--- config.mk ---
export PLATFORM = sky130hd
export DESIGN_NAME = c17_arbiter_flat
export DESIGN_NICKNAME = d
export VERILOG_FILES = /design/src/rtl/c17_arbiter_if.sv /design/src/rtl/c17_arbiter.sv /design/src/flat_wrapper.sv
export SDC_FILE = /design/constraint.sdc
export NUM_CORES = 1
export LEC_CHECK = 0
export ABC_AREA = 0
export BUFFER_PORTS_ARGS = -buffer_cell sky130_fd_sc_hd__buf_4
export CORE_MARGIN = 2
export CORE_UTILIZATION = 49
export DETAILED_ROUTE_END_ITERATION = 7
export GPL_TIMING_DRIVEN = 0
export PLACE_DENSITY = 0.84
export SETUP_SLACK_MARGIN = 0.1
export SLEW_MARGIN = 30
export SYNTH_ARGS = -nofsm -noshare
export SYNTH_HDL_FRONTEND = slang
export SYNTH_SLANG_ARGS = --single-unit
--- constraint.sdc ---
create_clock -name clk -period 1.8 [get_ports clk]
set_input_delay 0.18 -clock clk [delete_from_list [all_inputs] [get_ports clk]]
set_output_delay 0.18 -clock clk [all_outputs]
set_load 0.02 [all_outputs]
--- src/rtl/c17_arbiter_if.sv ---
// c17_arbiter_if: two-requester operand handshakes plus the single-entry result port.
interface c17_arbiter_if;
  logic req0_valid, req0_ready, req1_valid, req1_ready;
  logic out_valid, out_ready, out_id;
  logic [4:0] req0_data, req1_data;
  logic [1:0] out_data;
  modport master(
    output req0_valid, req0_data, req1_valid, req1_data, out_ready,
    input  req0_ready, req1_ready, out_valid, out_id, out_data
  );
  modport slave(
    input  req0_valid, req0_data, req1_valid, req1_data, out_ready,
    output req0_ready, req1_ready, out_valid, out_id, out_data
  );
endinterface

--- src/rtl/c17_arbiter.sv ---
// c17_arbiter: round-robin arbiter feeding two requesters through a shared c17 datapath into a one-entry result buffer.
module c17_arbiter #(
  parameter int CNT_W = 8
) (
  input  logic             clk,
  input  logic             rst,
  c17_arbiter_if.slave     bus,
  output logic [CNT_W-1:0] gnt_cnt0,
  output logic [CNT_W-1:0] gnt_cnt1
);
  logic rr, can_accept, gnt, gnt_id, n9, n10;
  logic [4:0] sel;
  logic [1:0] res;
  always_comb begin
    can_accept     = ~bus.out_valid | bus.out_ready;
    gnt            = ~rst & can_accept & (bus.req0_valid | bus.req1_valid);
    gnt_id         = (bus.req0_valid & bus.req1_valid) ? rr : bus.req1_valid;
    bus.req0_ready = gnt & ~gnt_id;
    bus.req1_ready = gnt & gnt_id;
    sel            = gnt_id ? bus.req1_data : bus.req0_data;
    n9             = sel[2] & sel[1];
    n10            = sel[3] & ~n9;
    res            = {(sel[4] & sel[2]) | n10, n10 | (sel[0] & ~n9)};
  end
  always_ff @(posedge clk) begin
    if (rst) begin
      bus.out_valid <= 1'b0;
      bus.out_id    <= 1'b0;
      bus.out_data  <= 2'b00;
      rr            <= 1'b0;
      gnt_cnt0      <= '0;
      gnt_cnt1      <= '0;
    end else begin
      if (gnt) begin
        bus.out_valid <= 1'b1;
        bus.out_id    <= gnt_id;
        bus.out_data  <= res;
        rr            <= ~gnt_id;
      end else if (bus.out_ready) begin
        bus.out_valid <= 1'b0;
      end
      if (bus.req0_ready && !(&gnt_cnt0)) gnt_cnt0 <= gnt_cnt0 + CNT_W'(1);
      if (bus.req1_ready && !(&gnt_cnt1)) gnt_cnt1 <= gnt_cnt1 + CNT_W'(1);
    end
  end
endmodule

--- src/flat_wrapper.sv ---
// flat-port wrapper written by rule: the top's interface ports become plain ports
module c17_arbiter_flat 
#(
  parameter int CNT_W = 8
)
  (clk, rst, gnt_cnt0, gnt_cnt1, bus_req0_valid, bus_req0_data, bus_req1_valid, bus_req1_data, bus_out_ready, bus_req0_ready, bus_req1_ready, bus_out_valid, bus_out_id, bus_out_data);
  c17_arbiter_if bus_i ();
  input  logic clk;
  input  logic rst;
  output logic [CNT_W-1:0] gnt_cnt0;
  output logic [CNT_W-1:0] gnt_cnt1;
  input wire logic [$bits(bus_i.req0_valid)-1:0] bus_req0_valid;
  input wire logic [$bits(bus_i.req0_data)-1:0] bus_req0_data;
  input wire logic [$bits(bus_i.req1_valid)-1:0] bus_req1_valid;
  input wire logic [$bits(bus_i.req1_data)-1:0] bus_req1_data;
  input wire logic [$bits(bus_i.out_ready)-1:0] bus_out_ready;
  output wire logic [$bits(bus_i.req0_ready)-1:0] bus_req0_ready;
  output wire logic [$bits(bus_i.req1_ready)-1:0] bus_req1_ready;
  output wire logic [$bits(bus_i.out_valid)-1:0] bus_out_valid;
  output wire logic [$bits(bus_i.out_id)-1:0] bus_out_id;
  output wire logic [$bits(bus_i.out_data)-1:0] bus_out_data;
  assign bus_i.req0_valid = bus_req0_valid;
  assign bus_i.req0_data = bus_req0_data;
  assign bus_i.req1_valid = bus_req1_valid;
  assign bus_i.req1_data = bus_req1_data;
  assign bus_i.out_ready = bus_out_ready;
  assign bus_req0_ready = bus_i.req0_ready;
  assign bus_req1_ready = bus_i.req1_ready;
  assign bus_out_valid = bus_i.out_valid;
  assign bus_out_id = bus_i.out_id;
  assign bus_out_data = bus_i.out_data;
  c17_arbiter #(.CNT_W(CNT_W)) u_core (.clk(clk), .rst(rst), .bus(bus_i), .gnt_cnt0(gnt_cnt0), .gnt_cnt1(gnt_cnt1));
endmodule
After elaboration in Yosys (flattened, before gate mapping)

Index checks and enable logic that the tools add are counted.

Word-level logic and storage cells: 36
Flip-flop bits (word level): 21
Input bits: 15

Reduce and logical (&&, ||, !) cells: 7
Add/subtract/negate cells: 2
Bitwise operators: 17
Muxes and demuxes: 4

Operator list:

| operator                                                       | count |
|---|---|
| 8-bit by 1-bit adder with 8-bit output (second input constant) | 2 |
| 8-bit AND reduction                                            | 2 |
| 1-bit AND                                                      | 9 |
| 5-bit two-way mux                                              | 1 |
| 1-bit inverter                                                 | 4 |
| 1-bit bitwise OR                                               | 4 |
| 1-bit two-way mux                                              | 3 |
| 1-bit logical AND                                              | 2 |
| 1-bit logical NOT                                              | 2 |
| 2-bit nonzero test                                             | 1 |

Longest topological paths before layout

Depth after elaboration: 7
Mapped depth: 6
Mapped depth without buffers: 5

Worst setup path after synthesis

Ideal clock, no wire load.

Kind: register to register
Start: register u_core.gnt_cnt0[0]
End: register u_core.gnt_cnt0[4]
Setup time: 0.091 ns
Stages on the path, launching flop included: 6
Arrival: 1.417 ns
Path buffers: 0
Slack: 0.293 ns
Cell sequence: dfxtp_1 > ha_1 > nand2_1 > nor4_1 > a21oi_1 > a311oi_1

Longest elaborated chain between the ends: 3
Elaborated cells between the ends (all ways): 4
Those cells by class: add/sub (1); reduce/logical (3)

RTL lines:

| what                                                                           | line              | source |
|---|---|---|
| from (decl)                                                                    | c17_arbiter.sv:8  | `output logic [CNT_W-1:0] gnt_cnt0,` |
| from (signal assigned)                                                         | c17_arbiter.sv:42 | `if (bus.req0_ready && !(&gnt_cnt0)) gnt_cnt0 <= gnt_cnt0 + CNT_W'(1);` |
| branches (longest 3 deep; another with 8-bit by 1-bit adder with 8-bit output) | -                 |  |

Parallel ways; which one is timed is not known.
A chain may end at the register's enable or synchronous reset.

Worst setup path after layout

Ends and elaborated chain as after synthesis.

==> impl_metrics.csv <==
group,metric,value,unit
layout,n_antenna_cell,0,
placed_design,place_congestion,0.851,
worst_hold_path,hp-start,"bus_req0_valid",
detailed_routing,maxUsedRoutingLayer,"met4",
critical_path,required,2.01,ns
synthesis,async_flop_share,0,%
detailed_routing,first_pass_iters,4,
critical_path,crit_chain,"ha_1, nand2_1, nor4_1, a21oi_1, a311oi_1",
detailed_routing,wire_per_inst,12.9,um
layout,layout.nets,188,
placed_design,dp_slack,0.200,ns
critical_path,cpMaxStageDelayCell,"dfxtp_1",
detailed_routing,vias,1154,
layout,areaGrowthSynthToFinish,31.1,%
global_route,antenna_found_initial,0,
layout,fill_cells,179,
critical_path,cpPeakStageDelay,0.41,ns
timing,maxSlewHeadroom,59.7,%
critical_path,r2r_end,"u_core.gnt_cnt0[4]$_SDFFE_PP0P_",
synthesis,synth_edf_count,0,
synthesis,syn_inst,130,
clock_tree,clock_tree.buffer_depth,2,
timing,finalMaxSlewViolations,0,
detailed_routing,wl_met1,1130,um
synthesis,seq_area_frac_synth,38.6,%
detailed_routing,drt-initial-drc-count,33,
detailed_routing,routed_wl,2550,um
synthesis,netlist_area,1090,um2
timing,fin_crit_sh,92.1,%
detailed_routing,wl_met3,147,um
clock_tree,clock_latency,0.30,ns
clock_tree,cts_tree,"done",
clock_tree,clk_pin_slew,0.11,ns
detailed_routing,final_antenna_net_count,0,
global_route,grt_pass1_vias,1045,
synthesis,synth_nets,147,
critical_path,cp-end-kind,"flop",
timing,hold_violations,0,
power,p_total,0.851,mW
synthesis,yosysUniqueCellTypes,39,
floorplanning,initial_utilization,50.7,%
critical_path,worstReg2RegStart,"u_core.gnt_cnt0[0]$_SDFFE_PP0P_",
floorplanning,pin_count,37,
power,powerDensity,596,nW/um2
power,p_int,0.630,mW
floorplanning,dieArea,2610,um2
timing,timing.fmax,0.604,GHz
floorplanning,coreArea,2150,um2
synthesis,yosysWarnings,0,
critical_path,reg2reg_depth,5,
layout,drive_above_1_share,29.4,%
critical_path,setup.worst_path.start,"u_core.gnt_cnt0[0]$_SDFFE_PP0P_",
synthesis,synthFlopType,"dfxtp_1",
floorplanning,rows,17,
timing,fin_setup_tns,0,ns
critical_path,start_kind,"flop",
critical_path,arrival,1.87,ns
run,drv_cap,0,
timing,finClkSkew,0.00880,ns
worst_hold_path,min-delay-path-class,"in -> reg",
clock_tree,clock_sinks,21,
synthesis,synth-adder-area-share,2.30,%
power,p_leak,0.566,nW
power,p_sw_share,26.0,%
synthesis,synth_xor_area_share,0,%
critical_path,crit_fanout,5,
clock_tree,cts_root_buffer,"clkbuf_4",
detailed_routing,drc,0,
global_route,grtUsageTotal,20.8,%
detailed_routing,post_drt_via_cell_ratio,5.83,
detailed_routing,dr_wl_met2,1240,um
synthesis,synth-seq-cells,21,
timing,tightest_slew,0.600,ns
power,peakVddDrop,0.000455,V
floorplanning,die_h,51.1,um
global_route,grt_max_degree,12,
timing,rsz0062_at_grt,"no",
placed_design,io_buffers,35,
synthesis,synth_top_family_by_area,"simple AND/OR/NAND/NOR gates",
clock_tree,h-tree-depth,1,
power,switching_power,0.221,mW
global_route,grt_overflow,0,
timing,min_period,1.66,ns
critical_path,reg2reg_slack,0.14,ns
synthesis,post_synth.cell_area_avg,8.37,um2
power,p_seq_share,57.5,%
critical_path,path_class,"reg -> reg",
run_status,status,"finished, final reports clean",
power,p_comb_share,15.9,%
clock_tree,cts_made_buffers,3,
critical_path,cp-endpoint,"u_core.gnt_cnt0[4]$_SDFFE_PP0P_",
synthesis,synthSimpleGateAreaFrac,33.0,%
power,clockPowerShare,26.7,%
synthesis,synth.area.mux_share,1.84,%
placed_design,place_hpwl,1940,um
synthesis,synth_compound_area_share,21.3,%
global_route,grt_pass1_wl,4210,um
timing,setup_viol,0,
floorplanning,die_w,51.1,um
timing,worst_slack,0.143,ns
==> sequential cells by signal, summed over array words and instances (netlist names) <==
name and flops:
u_core.gnt_cnt0 8, u_core.gnt_cnt1 8, u_core.bus.out_data 2, u_core.bus.out_id 1, u_core.bus.out_valid 1, u_core.rr 1
==> how the worst min path moves through the flow <==
stage,end,cells after the start
global placement,u_core.bus.out_id$_SDFFE_PP0P_,2
CTS,u_core.bus.out_valid$_SDFFE_PP0P_,3
finish,u_core.bus.out_valid$_SDFFE_PP0P_,3
global route,u_core.bus.out_valid$_SDFFE_PP0P_,3
floorplan,u_core.bus.out_valid$_SDFFE_PP0P_,2
detailed placement,u_core.bus.out_id$_SDFFE_PP0P_,2
==> cell usage in the layout, fill, tap and decap left out, types with 3 or more instances in the layout <==
master,netlist,routed
buf_4,0,36
dfxtp_1,21,21
nand2_1,13,13
a21oi_1,11,11
nor3_1,9,8
nor2_1,8,8
nand3_1,6,6
nand2b_1,5,5
a31oi_1,5,5
o21ai_0,4,4
a311oi_1,4,4
clkbuf_4,0,3
==> area by class of cell <==
type                       count  area [um2]  area share [%]
clock buffer                   4        26.3            1.84
sequential                    21         420            29.4
multi-input combinational    101         643            45.0
timing repair buffer          36         270            18.9
buffer                         5        21.3            1.49
tap                           28        35.0            2.45
inverter                       3        11.3           0.789
==> routing by layer <==
layer / GRT usage [%] / up-vias
li1: - / 575
met1: 26.2 / 527
met2: 34.4 / 46
met3: 2.92 / 6
met4: 10.8 / 0
met5: 0 / -
==> timing repair <==
item,4_1_cts,5_1_grt
setup endpoints to repair,0,4
gates resized for setup,0,4
setup buffers,0,1
hold buffers,0,0
==> cells by family after synthesis <==
family          after synthesis
fa+ha+maj                     2
compound gates               34
buf+inv                       8
flops                        21
mux                           2
simple gates                 63
==> critical path: cells and delay by family, from the launching register on <==
kind	cells	cell delay, ns
adders and majority gates	1	0.25
and+or+nand+nor	2	0.52
DFF	1	0.41
AOI/OAI and AO/OA	2	0.40
==> power by group through the flow <==
stage | Clock [mW] | Combinational, mW | Sequential, mW
floorplan | 0 | 0.0583 | 0.513
global placement | 0 | 0.128 | 0.499
detailed placement | 0 | 0.133 | 0.499
CTS | 0.234 | 0.133 | 0.489
global route | 0.252 | 0.148 | 0.491
finish | 0.227 | 0.135 | 0.489
==> through the flow <==
step	instances	hold WS (ns)	area, um2	utilization, %
5_1_grt	198	0.197	1430	66.5
3_3_place_gp	193	0.464	1390	64.5
2_1_floorplan	130	0.358	1090	-
6_report	198	0.188	1430	66.5
3_5_place_dp	193	0.472	1390	64.5
4_1_cts	197	0.177	1410	65.8
==> cell usage after synthesis (all sizes together) (4+ instances only) <==
| cell | count | area [um2] |
|---|---|---|
| a311oi | 4 | 35.0 |
| dfxtp | 21 | 420 |
| a31oi | 5 | 31.3 |
| nand3 | 6 | 30.0 |
| nor2 | 8 | 30.0 |
| o21ai | 4 | 20.0 |
| buf | 4 | 17.5 |
| nand2 | 13 | 48.8 |
| nor3 | 9 | 45.0 |
| nand2b | 5 | 31.3 |
| a21oi | 11 | 55.1 |
(Power assumes the default switching activity.)
